`config.mk`:
```
export PLATFORM = sky130hd
export DESIGN_NAME = ascon_cipher_serializer
export DESIGN_NICKNAME = d
export VERILOG_FILES = /design/src/rtl/ascon_cipher_serializer.sv
export SDC_FILE = /design/constraint.sdc
export NUM_CORES = 1
export LEC_CHECK = 0
export CAP_MARGIN = 20
export CORE_MARGIN = 5
export CORE_UTILIZATION = 52
export CTS_BUF_LIST = sky130_fd_sc_hd__clkbuf_2 sky130_fd_sc_hd__clkbuf_4 sky130_fd_sc_hd__clkbuf_8
export DETAILED_ROUTE_END_ITERATION = 7
export PLACE_DENSITY = 0.95
export SLEW_MARGIN = 15
export SYNTH_ARGS = -nofsm -noshare
export SYNTH_HDL_FRONTEND = slang
export SYNTH_SLANG_ARGS = --single-unit
export TNS_END_PERCENT = 30
```
`constraint.sdc`:
```
create_clock -name clock_i -period 6 [get_ports clock_i]
set_input_delay 1.5 -clock clock_i [delete_from_list [all_inputs] [get_ports clock_i]]
set_output_delay 1.5 -clock clock_i [all_outputs]
set_load 0.01 [all_outputs]
```
`src/rtl/ascon_cipher_serializer.sv`:
```
// ascon_cipher_serializer: streams captured ASCON ciphertext words as 32-bit
// valid/ready beats, big-endian within each word, with a partial final word.

package ascon_cipher_serializer_pkg;

  localparam int unsigned WORD_W = 64;
  localparam int unsigned STATE_WORDS = 5;

  // Ciphertext state: index k selects 64-bit word k, word 0 in bits [63:0]
  typedef logic [STATE_WORDS-1:0][WORD_W-1:0] type_state;

  typedef enum logic {
    IDLE = 1'b0,
    SEND = 1'b1
  } state_e;

endpackage

module ascon_cipher_serializer
  import ascon_cipher_serializer_pkg::*;
#(
  parameter int unsigned NB_WORDS = 4,
  parameter int unsigned OUT_W    = 32
) (
  input  logic               clock_i,
  input  logic               reset_i,
  input  logic               load_i,
  input  type_state          cypher_i,
  input  logic [3:0]         last_bytes_i,
  output logic [OUT_W-1:0]   data_o,
  output logic [OUT_W/8-1:0] keep_o,
  output logic               valid_o,
  input  logic               ready_i,
  output logic               last_o,
  output logic               busy_o,
  output logic               done_o
);

  localparam int unsigned BEAT_W    = 4;
  localparam int unsigned LAST_FULL = 2 * (NB_WORDS - 1);
  localparam int unsigned STATE_W   = STATE_WORDS * WORD_W;
  // Keeps only words 0..NB_WORDS-1 at capture time
  localparam logic [STATE_W-1:0] CAP_MASK =
    {STATE_W{1'b1}} >> (WORD_W * (STATE_WORDS - NB_WORDS));

  // Reject unsupported parameterisations at elaboration
  if ((OUT_W != 32) || (NB_WORDS < 1) || (NB_WORDS > STATE_WORDS)) begin : g_param_check
    $error("ascon_cipher_serializer: OUT_W must be 32 and NB_WORDS 1..5");
  end

  state_e            state_q, state_d;
  type_state         words_q, words_d;
  logic [3:0]        lb_q, lb_d;
  logic [BEAT_W-1:0] beat_idx_q, beat_idx_d;
  logic [BEAT_W-1:0] last_idx_q, last_idx_d;
  logic              done_q, done_d;

  logic [3:0]        lb_norm_c;
  logic              is_final_c;

  // MSB-aligned byte enables for n valid bytes (n = 1..4)
  function automatic logic [3:0] keep_mask(input logic [3:0] n);
    case (n)
      4'd1:    keep_mask = 4'b1000;
      4'd2:    keep_mask = 4'b1100;
      4'd3:    keep_mask = 4'b1110;
      default: keep_mask = 4'b1111;
    endcase
  endfunction

  // Out-of-range byte counts collapse to a full final word
  assign lb_norm_c  = ((last_bytes_i == 4'd0) || (last_bytes_i > 4'd8)) ? 4'd8 : last_bytes_i;
  assign is_final_c = (beat_idx_q == last_idx_q);

  // State and datapath registers with synchronous reset
  always_ff @(posedge clock_i) begin
    if (reset_i) begin
      state_q    <= IDLE;
      words_q    <= '0;
      lb_q       <= 4'd0;
      beat_idx_q <= '0;
      last_idx_q <= '0;
      done_q     <= 1'b0;
    end else begin
      state_q    <= state_d;
      words_q    <= words_d;
      lb_q       <= lb_d;
      beat_idx_q <= beat_idx_d;
      last_idx_q <= last_idx_d;
      done_q     <= done_d;
    end
  end

  // Next-state: capture in IDLE, advance beat index on each handshake in SEND
  always_comb begin
    state_d    = state_q;
    words_d    = words_q;
    lb_d       = lb_q;
    beat_idx_d = beat_idx_q;
    last_idx_d = last_idx_q;
    done_d     = 1'b0;
    case (state_q)
      IDLE: begin
        if (load_i) begin
          words_d    = type_state'(cypher_i & CAP_MASK);
          lb_d       = lb_norm_c;
          beat_idx_d = '0;
          last_idx_d = (lb_norm_c > 4'd4) ? BEAT_W'(LAST_FULL + 1) : BEAT_W'(LAST_FULL);
          state_d    = SEND;
        end
      end
      SEND: begin
        if (ready_i) begin
          if (is_final_c) begin
            state_d = IDLE;
            done_d  = 1'b1;
          end else begin
            beat_idx_d = beat_idx_q + BEAT_W'(1);
          end
        end
      end
      default: state_d = IDLE;
    endcase
  end

  // Outputs decoded purely from registered state
  always_comb begin
    logic [WORD_W-1:0] word_c;
    logic [31:0]       half_c;
    logic [3:0]        keep_c;
    logic              final_word_c;

    word_c       = words_q[beat_idx_q[3:1]];
    half_c       = beat_idx_q[0] ? word_c[31:0] : word_c[63:32];
    final_word_c = (beat_idx_q[3:1] == 3'(NB_WORDS - 1));
    if (!final_word_c) begin
      keep_c = 4'b1111;
    end else if (!beat_idx_q[0]) begin
      keep_c = (lb_q > 4'd4) ? 4'b1111 : keep_mask(lb_q);
    end else begin
      keep_c = keep_mask(lb_q - 4'd4);
    end

    data_o  = '0;
    keep_o  = '0;
    valid_o = 1'b0;
    last_o  = 1'b0;
    busy_o  = 1'b0;
    done_o  = done_q;
    if (state_q == SEND) begin
      valid_o = 1'b1;
      busy_o  = 1'b1;
      last_o  = is_final_c;
      keep_o  = keep_c;
      for (int unsigned b = 0; b < 4; b++) begin
        data_o[b*8 +: 8] = keep_c[b] ? half_c[b*8 +: 8] : 8'h00;
      end
    end
  end

endmodule

```
==> out/metrics.cfg, run 1 <==
[status]
status=complete, no violations

[die]
start_util_pct=52.41
die_width_um=157.9
dieArea_um2=24920
core_um2=21690
die_y_um=157.9
ios=368
fp-row-count=54

[setup_path]
path_max_fanout=49
r2r_start=state_q
crit_arrival_ns=3.39
rrSetupSlack_ns=3.32
cpPeakStageDelay_ns=1.00
worstPathRequired_ns=4.50
crit_type=register to output pin
critPathLaunchType=register
critPathTopFamily=flip-flops
reg2reg_depth=4
reg2reg_to=words_q[8]
end_kind=output pin
cp_slowest_cell=dfxtp_4
worstPathCellList=buf_4 -> mux4_2 -> mux2i_1 -> nor2_1 -> clkdlybuf4s50_1
crit_buf_inv=2

[power_and_ir_drop]
power.density_nw_per_um2=271.3
power_uw=4149
pwr-share-comb_pct=13.6
power_switching_uw=1017
p_sw_share_pct=24.52
pwr-share-clk_pct=39.4
p_int_uw=3132
vdd_drop_max_mv=0.1699
seqPwrFrac_pct=46.9
leakagePower_uw=0.005475

[yosys]
synth-edff-count=0
yosysUniqueCellTypes=36
synth_ff_type=dfxtp_1
ys_seq_area_share_pct=47.20
syn_inst=1341
synth_top_family_by_area=simple AND/OR/NAND/NOR gates
yosysMostFrequentCell=nand2_1
yosysWarningCount=0
netlist_area_um2=11370
syn_nets=1670
synth.top_cell.area_share_pct=47.20
synth-xor-area-share_pct=0.2312
synth_top_area_cell=dfxtp_1
synth-simple-area-share_pct=20.19
synth_fa_ha_area_share_pct=0.1101
synth.top_cells.by_count=nand2_1, dfxtp_1, a21oi_1, mux4_2, clkbuf_1
synth_compound_area_share_pct=12.29
synth_area_leaders=dfxtp_1, nand2_1, mux4_2
synthMuxAreaShare_pct=15.50
ys_async_sr_fraction_pct=0
ys_ff_latch=268
syn_area_per_cell_um2=8.477

[layout]
fillers=1544
multiInputGateArea_um2=5508
post_layout_nonfiller_instances=1901
nets=1916
regArea_um2=5374
area_growth_pct=34.56
drive_gt1_share_pct=10.00

[route]
routed_via_density=5.566
dr.pass1.iters=6
drt-total-wl_mm=34.67
ant_nets=0
wire_per_inst_um=18.24
drc=0
vias=10581
drt-initial-drc-count=843

[clock_tree]
clk_transition_reported_paths_ns=0.06
clkSinkCount=268
ctsRootBufferMaster=clkbuf_8
clock_latency_ns=0.52
clock_path_buffers=3
numCtsBuffers=43
post_cts_resized=0
cts_tree=done
cts_max_level=2
cts_post_setup_buffers_inserted=0
hold_buffers=0

[placed_design]
pre_cts_slack_ns=1.575
routabilityCongestion=0.8339
dp_hpwl_mm=23.69
placed_cells=1822
io_buffers=303

[global_routing]
grt_max_degree=214
grt_pass1_vias=10577
grt_pass1_wl_mm=52.66
grt_usage_pct=26.66
grt_overflow_total=0
grt_antenna_before_repair=3

[timing]
rsz0062_at_grt=false
drv_slew=0
period_share_pct=81.43
relSlewSlack_pct=34.98
setup_viol=0
tns_ns=0
worstMarginPinSlew_ns=0.9753
hold_ws_ns=0.4520
fmax_ghz=0.2047
fin_ws_ns=1.114
skew_ns=0.01520
hold_viol_final=0
layout_min_cycle_time_ns=4.886

[hold_path]
min_path_cells=2
min_to=words_q[79]
hold_path.class=register to register
min_from=words_q[79]

[run]
cap_violations=0

## metrics by stage
stage,instance area [µm²],utilization (%)
final,15300,70.53
after global placement,14370,66.25
after CTS,15290,70.51
after floorplan,11370,-
after detailed placement,14370,66.25
after global routing,15300,70.53
## worst max-delay path by stage
stage / startpoint / to / depth (start not counted)
after floorplan: beat_idx_q[2] / data_o[10] / 6
after global placement: beat_idx_q[2] / data_o[11] / 5
after detailed placement: beat_idx_q[2] / data_o[1] / 4
after CTS: beat_idx_q[2] / data_o[1] / 4
after global routing: beat_idx_q[2] / data_o[1] / 4
final: beat_idx_q[2] / data_o[12] / 5
## state kept, by name (all words and copies together) (netlist names)
register / count
beat_idx_q: 4
done_o: 1
last_idx_q: 2
lb_q: 4
state_q: 1
words_q: 256
## worst register-to-register path, stage by stage (launching register included)
cell and delay [ns]:
dfxtp_1 0.77, nand2b_4 0.86, buf_12 0.51, nand2_1 0.25
a21oi_1 0.21
## per-layer routing
metal	share of wire, %	vias up	global-route usage [%]
li1	-	4987	-
met1	35	4959	29.53
met2	51	514	47.04
met3	8.5	117	6.096
met4	5.2	4	15.08
met5	0.12	-	0
## placed cells by master, fill, tap and decap left out, types with 2 or more instances in the layout
cell             Yosys  routed
nand2b_1             3       2
clkdlybuf4s50_1      0     302
o21ai_0              3       3
mux2i_1             32      32
nor2b_1              3       2
xnor2_1              2       2
nand3_1              4       4
o21a_1               3       3
or3_1                3       3
buf_4                2       8
o21ai_1              3       3
mux4_2              64      64
dfxtp_1            268     265
clkinv_2             0       2
nand3b_1             3       3
and2_1               2       2
a21oi_1            259     259
clkbuf_4             0      21
buf_12               0       2
dfxtp_4              0       2
nor3_1               4       4
nor2_1              40      40
nand2_1            519     519
clkbuf_8             0      56
## power groups by stage
stage	Sequential, µW	Clock (µW)	Combinational [µW]
after floorplan	1960	0	296
after global placement	1970	0	545
after detailed placement	1980	0	560
after CTS	1940	1660	567
after global routing	1960	1750	616
final	1950	1640	566
## cell type report
| class | instances | share of cell area, % |
|---|---|---|
| clock buffer | 76 | 5.980 |
| sequential | 268 | 35.13 |
| tap | 280 | 2.290 |
| antenna | 1 | 0.01636 |
| clock inverter | 2 | 0.06544 |
| multi-input combinational | 961 | 36.01 |
| timing repair buffer | 313 | 20.51 |
## cells by family after synthesis
logic type	count (synthesis)
compound gates	273
xor+xnor	3
fa+ha+maj	1
buf+inv	112
flops	268
mux	96
simple gates	588
No activity file was read; power rests on OpenSTA's default activity.
==> run 2, diff against run 1 <==
CORE_UTILIZATION = 48   (was 52)
PLACE_DENSITY = 0.93   (was 0.95)
clock period = 4.5 ns   (was 6 ns; I/O delays follow)
==> out/metrics.cfg, run 2 (synthesis results as in run 1) <==
[status]
status=complete, no violations  ; unchanged

[clock_tree]
cts_tree=done  ; unchanged
cts_post_setup_buffers_inserted=0  ; unchanged
ctsRootBufferMaster=clkbuf_8  ; unchanged
hold_buffers=0  ; unchanged
clk_transition_reported_paths_ns=0.06  ; about the same
numCtsBuffers=44  ; was 43
clock_path_buffers=3  ; unchanged
post_cts_resized=0  ; unchanged
clock_latency_ns=0.54  ; was 0.52 ns
cts_max_level=2  ; unchanged
clkSinkCount=268  ; unchanged

[die]
fp-row-count=56  ; was 54
ios=368  ; unchanged
dieArea_um2=26860  ; was 24920 µm²
die_y_um=163.9  ; was 157.9 µm
start_util_pct=48.57  ; was 52.41%
core_um2=23400  ; was 21690 µm²
die_width_um=163.9  ; was 157.9 µm

[timing]
layout_min_cycle_time_ns=4.133
worstMarginPinSlew_ns=0.9241  ; was 0.9753 ns
hold_ws_ns=0.4503  ; was 0.4520 ns
fmax_ghz=0.2419
setup_viol=0  ; unchanged
period_share_pct=91.85
drv_slew=0  ; unchanged
rsz0062_at_grt=false  ; unchanged
skew_ns=0.01979  ; was 0.01520 ns
hold_viol_final=0  ; unchanged
relSlewSlack_pct=37.98  ; was 34.98%
tns_ns=0  ; unchanged

[layout]
reg.largest.list=words_q x256, beat_idx_q x4, lb_q x4  ; unchanged
nets=1930  ; was 1916
diodes=0  ; was 1
drive_gt1_share_pct=10.66  ; was 10.00%
post_layout_nonfiller_instances=1951  ; was 1901
largest_reg_flops=256  ; unchanged
layout_common_cells=nand2_1, clkdlybuf4s50_1, dfxtp_1, a21oi_1, mux4_2  ; unchanged
regMostFlops=words_q  ; unchanged
mostFrequentLayoutCell=nand2_1  ; unchanged
fillers=1779  ; was 1544
area_growth_pct=37.08  ; was 34.56%

[setup_path]
crit_arrival_ns=3.01  ; was 3.39 ns
path_max_fanout=21  ; was 49
worstPathCellList=buf_4 -> mux4_2 -> mux2i_1 -> nor2_1 -> clkdlybuf4s50_1  ; unchanged
cp_slowest_cell=dfxtp_4  ; unchanged
cpPeakStageDelay_ns=0.65  ; was 1.00 ns
worstPathRequired_ns=3.38  ; was 4.50 ns
crit_type=register to output pin  ; unchanged
critPathLaunchType=register  ; unchanged
end_kind=output pin  ; unchanged

[global_routing]
grt_pass1_wl_mm=54.18  ; was 52.66 mm
grt_antenna_before_repair=0  ; was 3
grt_max_degree=141  ; was 214
grt_pass1_vias=10886  ; was 10577
grt_usage_pct=25.43  ; was 26.66%
grt_overflow_total=0  ; unchanged

[power_and_ir_drop]
vdd_drop_max_mv=0.2397  ; was 0.1699 mV
leakagePower_uw=0.005591  ; was 0.005475 µW
power.density_nw_per_um2=368.5  ; was 271.3 nW/µm²

[route]
drc=0  ; unchanged
drt-total-wl_mm=35.07  ; was 34.67 mm
drt-initial-drc-count=826  ; was 843
routed_via_density=5.442  ; was 5.566
wire_per_inst_um=17.98  ; was 18.24 µm
vias=10617  ; was 10581
ant_nets=0  ; unchanged
dr.pass1.iters=5  ; was 6

[placed_design]
placed_cells=1874  ; was 1822
dp_hpwl_mm=24.60  ; was 23.69 mm
io_buffers=303  ; unchanged
routabilityCongestion=0.8513  ; was 0.8339

[run]
cap_violations=0  ; unchanged

[hold_path]
hold_path.class=register to register  ; unchanged

-- run 2: cell types whose count changed in the layout (fill, tap and decap cells not counted) --
cell | before | now
inv_4 | 0 | 1
clkinv_2 | 2 | 4
inv_6 | 0 | 1
clkbuf_4 | 21 | 9
buf_4 | 8 | 16
bufinv_16 | 0 | 3
clkbuf_8 | 56 | 60
buf_12 | 2 | 7
diode_2 | 1 | 0
-- run 2: where the power goes --
group	internal, µW	total, µW	switching [µW]
clock	1420	2370	955
combinational	409	777	367
sequential	2520	2590	78.2
total	4340	5740	1400
-- run 2: area by class of cell --
cell class	instances	area (µm²)	share of cell area, %
multi-input cells	961	5508	35.35
flip-flops and latches	268	5374	34.49
repair buffers	326	3297	21.16
clock buffers	68	879.6	5.645
well taps	319	399.1	2.561
clock inverters	9	125.1	0.8030
-- run 2: final timing paths --
path                               endpoint     startpoint  slack, ns  cells past startpoint
worst max-delay path             data_o[16]  beat_idx_q[2]       0.37                      5
worst min-delay path            words_q[70]    words_q[70]       0.45                      2
worst max register to register  words_q[52]        state_q       2.05                      4
worst min register to register  words_q[70]    words_q[70]       0.45                      2
-- run 2: metal layers --
layer  part of all wire (%)  wire [µm]  global-route usage [%]
met5                      0          0                       0
met4                    5.9       2086                   14.41
met3                    7.3       2544                   5.897
met2                     50      17440                   44.74
met1                     37      13000                   28.25
-- run 2: stage by stage --
step                      cell area [µm²]  power, µW  utilization [%]  setup slack [ns]
after floorplan                     11370       3010                -             1.905
after global routing                15580       5978            66.58            0.1597
after detailed placement            14580       3414            62.29            0.8526
after CTS                           15580       5786            66.58            0.2660
after global placement              14580       3383            62.29            0.8567
final                               15580       5743            66.58            0.3668
-- run 2: worst max-delay path: cells and delay by family (launching register included) --
kind	cells	cell delay [ns]
buffers and inverters	2	0.97
muxes	2	0.78
DFF	1	0.65
and+or+nand+nor	1	0.07
==> run 3, diff against run 2 <==
CTS_CLUSTER_SIZE = 16   (was default)
MAX_ROUTING_LAYER = met4   (was default)
==> out/metrics.cfg, run 3 (synthesis results as in run 1) <==
[power_and_ir_drop]
vdd_drop_max_mv=0.2403  ; was 0.2397 mV
power.density_nw_per_um2=368.9  ; was 368.5 nW/µm²
leakagePower_uw=0.005591  ; unchanged
p_int_uw=4343  ; about the same
power_switching_uw=1405  ; was 1400 µW
p_sw_share_pct=24.44  ; was 24.38%
pwr-share-clk_pct=41.3  ; about the same
seqPwrFrac_pct=45.1  ; was 45.2%
pwr-share-comb_pct=13.5  ; about the same

[layout]
nets=1930  ; unchanged
drive_gt1_share_pct=10.66  ; unchanged
reg.largest.list=words_q x256, beat_idx_q x4, lb_q x4  ; unchanged
diodes=0  ; unchanged
largest_reg_flops=256  ; unchanged
multiInputGateArea_um2=5508  ; unchanged
mostFrequentLayoutCell=nand2_1  ; unchanged
fillers=1779  ; unchanged
post_layout_nonfiller_instances=1951  ; unchanged
area_growth_pct=37.08  ; unchanged
fin_area_um2=15580  ; unchanged
layout_common_cells=nand2_1, clkdlybuf4s50_1, dfxtp_1, a21oi_1, mux4_2  ; unchanged
regMostFlops=words_q  ; unchanged
regArea_um2=5374  ; unchanged

[die]
die_y_um=163.9  ; unchanged
core_um2=23400  ; unchanged
dieArea_um2=26860  ; unchanged
start_util_pct=48.57  ; unchanged
die_width_um=163.9  ; unchanged
ios=368  ; unchanged
fp-row-count=56  ; unchanged

[clock_tree]
clk_transition_reported_paths_ns=0.06  ; about the same
numCtsBuffers=44  ; unchanged
clock_latency_ns=0.54  ; about the same
clock_path_buffers=3  ; unchanged
hold_buffers=0  ; unchanged
cts_tree=done  ; unchanged
cts_post_setup_buffers_inserted=0  ; unchanged
cts_max_level=2  ; unchanged
clkSinkCount=268  ; unchanged
ctsRootBufferMaster=clkbuf_8  ; unchanged
post_cts_resized=0  ; unchanged

[timing]
setup_viol=0  ; unchanged
worstMarginPinSlew_ns=0.9100  ; was 0.9241 ns
hold_viol_final=0  ; unchanged
rsz0062_at_grt=false  ; unchanged
tns_ns=0  ; unchanged
drv_slew=0  ; unchanged
skew_ns=0.02143  ; was 0.01979 ns
relSlewSlack_pct=38.93  ; was 37.98%
period_share_pct=91.95  ; was 91.85%
fmax_ghz=0.2417  ; was 0.2419 GHz
layout_min_cycle_time_ns=4.138  ; was 4.133 ns
hold_ws_ns=0.4516  ; was 0.4503 ns

[global_routing]
grt_max_degree=141  ; unchanged
grt_overflow_total=0  ; unchanged
grt_use_met3_pct=5.646  ; was 5.897%
use_met1_pct=28.34  ; was 28.25%
grt_antenna_before_repair=0  ; unchanged
grt_pass1_wl_mm=54.12  ; was 54.18 mm
grt-busiest-layer=met2  ; unchanged
grt_usage_pct=26.16  ; was 25.43%
grt_pass1_vias=10888  ; was 10886
grtUsageMet2_pct=44.78  ; was 44.74%

[status]
status=complete, no violations  ; unchanged

[route]
dr.pass1.iters=5  ; unchanged
vias=10616  ; was 10617
routed_via_density=5.441  ; was 5.442
drt-total-wl_mm=35.12  ; was 35.07 mm
wire_per_inst_um=18.00  ; was 17.98 µm
ant_nets=0  ; unchanged
drt-initial-drc-count=811  ; was 826
drc=0  ; unchanged

[setup_path]
worstPathCellList=buf_4 -> mux4_2 -> mux2i_1 -> nor2_1 -> clkdlybuf4s50_1  ; unchanged
cpPeakStageDelay_ns=0.65  ; about the same
rrSetupSlack_ns=2.08  ; was 2.05 ns
end_kind=output pin  ; unchanged
crit_arrival_ns=3.01  ; about the same
critPathLaunchType=register  ; unchanged
path_max_fanout=21  ; unchanged
worstPathRequired_ns=3.38  ; about the same
crit_type=register to output pin  ; unchanged
cp_slowest_cell=dfxtp_4  ; unchanged

[placed_design]
io_buffers=303  ; unchanged
placed_cells=1874  ; unchanged
routabilityCongestion=0.8647  ; was 0.8513
place_area_um2=14580  ; unchanged
dp_hpwl_mm=24.60  ; unchanged

[hold_path]
hold_path.class=register to register  ; unchanged

[run]
cap_violations=0  ; unchanged

## run 3: cell counts in the layout (fill, tap and decap cells not counted)
No cell type changed its count.
## run 3: layout make-up
cell class / count / area share, %
clock buffers: 68 / 5.645
clock inverters: 9 / 0.8030
multi-input cells: 961 / 35.35
flip-flops and latches: 268 / 34.49
well taps: 319 / 2.561
repair buffers: 326 / 21.16
## run 3: final timing paths
kind / startpoint / end / cells after the start
worst max-delay path: beat_idx_q[2] / data_o[16] / 5
worst min-delay path: words_q[70] / words_q[70] / 2
worst max register to register: state_q / words_q[52] / 4
worst min register to register: words_q[70] / words_q[70] / 2
## run 3: metal layers
metal,share of wire (%),up-vias
met1,37,5021
met2,50,455
met3,7.0,119
li1,-,5021
met5,0,-
met4,5.8,0
## run 3: critical path, delay by kind of cell, from the launching register on
kind	cells	cell delay [ns]
buf+inv	2	0.98
flops	1	0.65
mux	2	0.77
simple gates	1	0.07
## run 3: per-stage QoR
step / total power, µW / setup WS [ns] / utilization [%]
floorplan: 3010 / 1.905 / -
global placement: 3383 / 0.8567 / 62.29
detailed placement: 3414 / 0.8526 / 62.29
CTS: 5786 / 0.2660 / 66.58
global route: 5978 / 0.1596 / 66.58
finish: 5748 / 0.3624 / 66.58
## run 3: power by group through the flow
| stage | clock network, µW | registers (µW) | logic [µW] |
|---|---|---|---|
| after floorplan | 0 | 2620 | 395 |
| after global placement | 0 | 2630 | 753 |
| after detailed placement | 0 | 2640 | 771 |
| after CTS | 2420 | 2590 | 779 |
| after global routing | 2520 | 2610 | 847 |
| final | 2380 | 2590 | 777 |
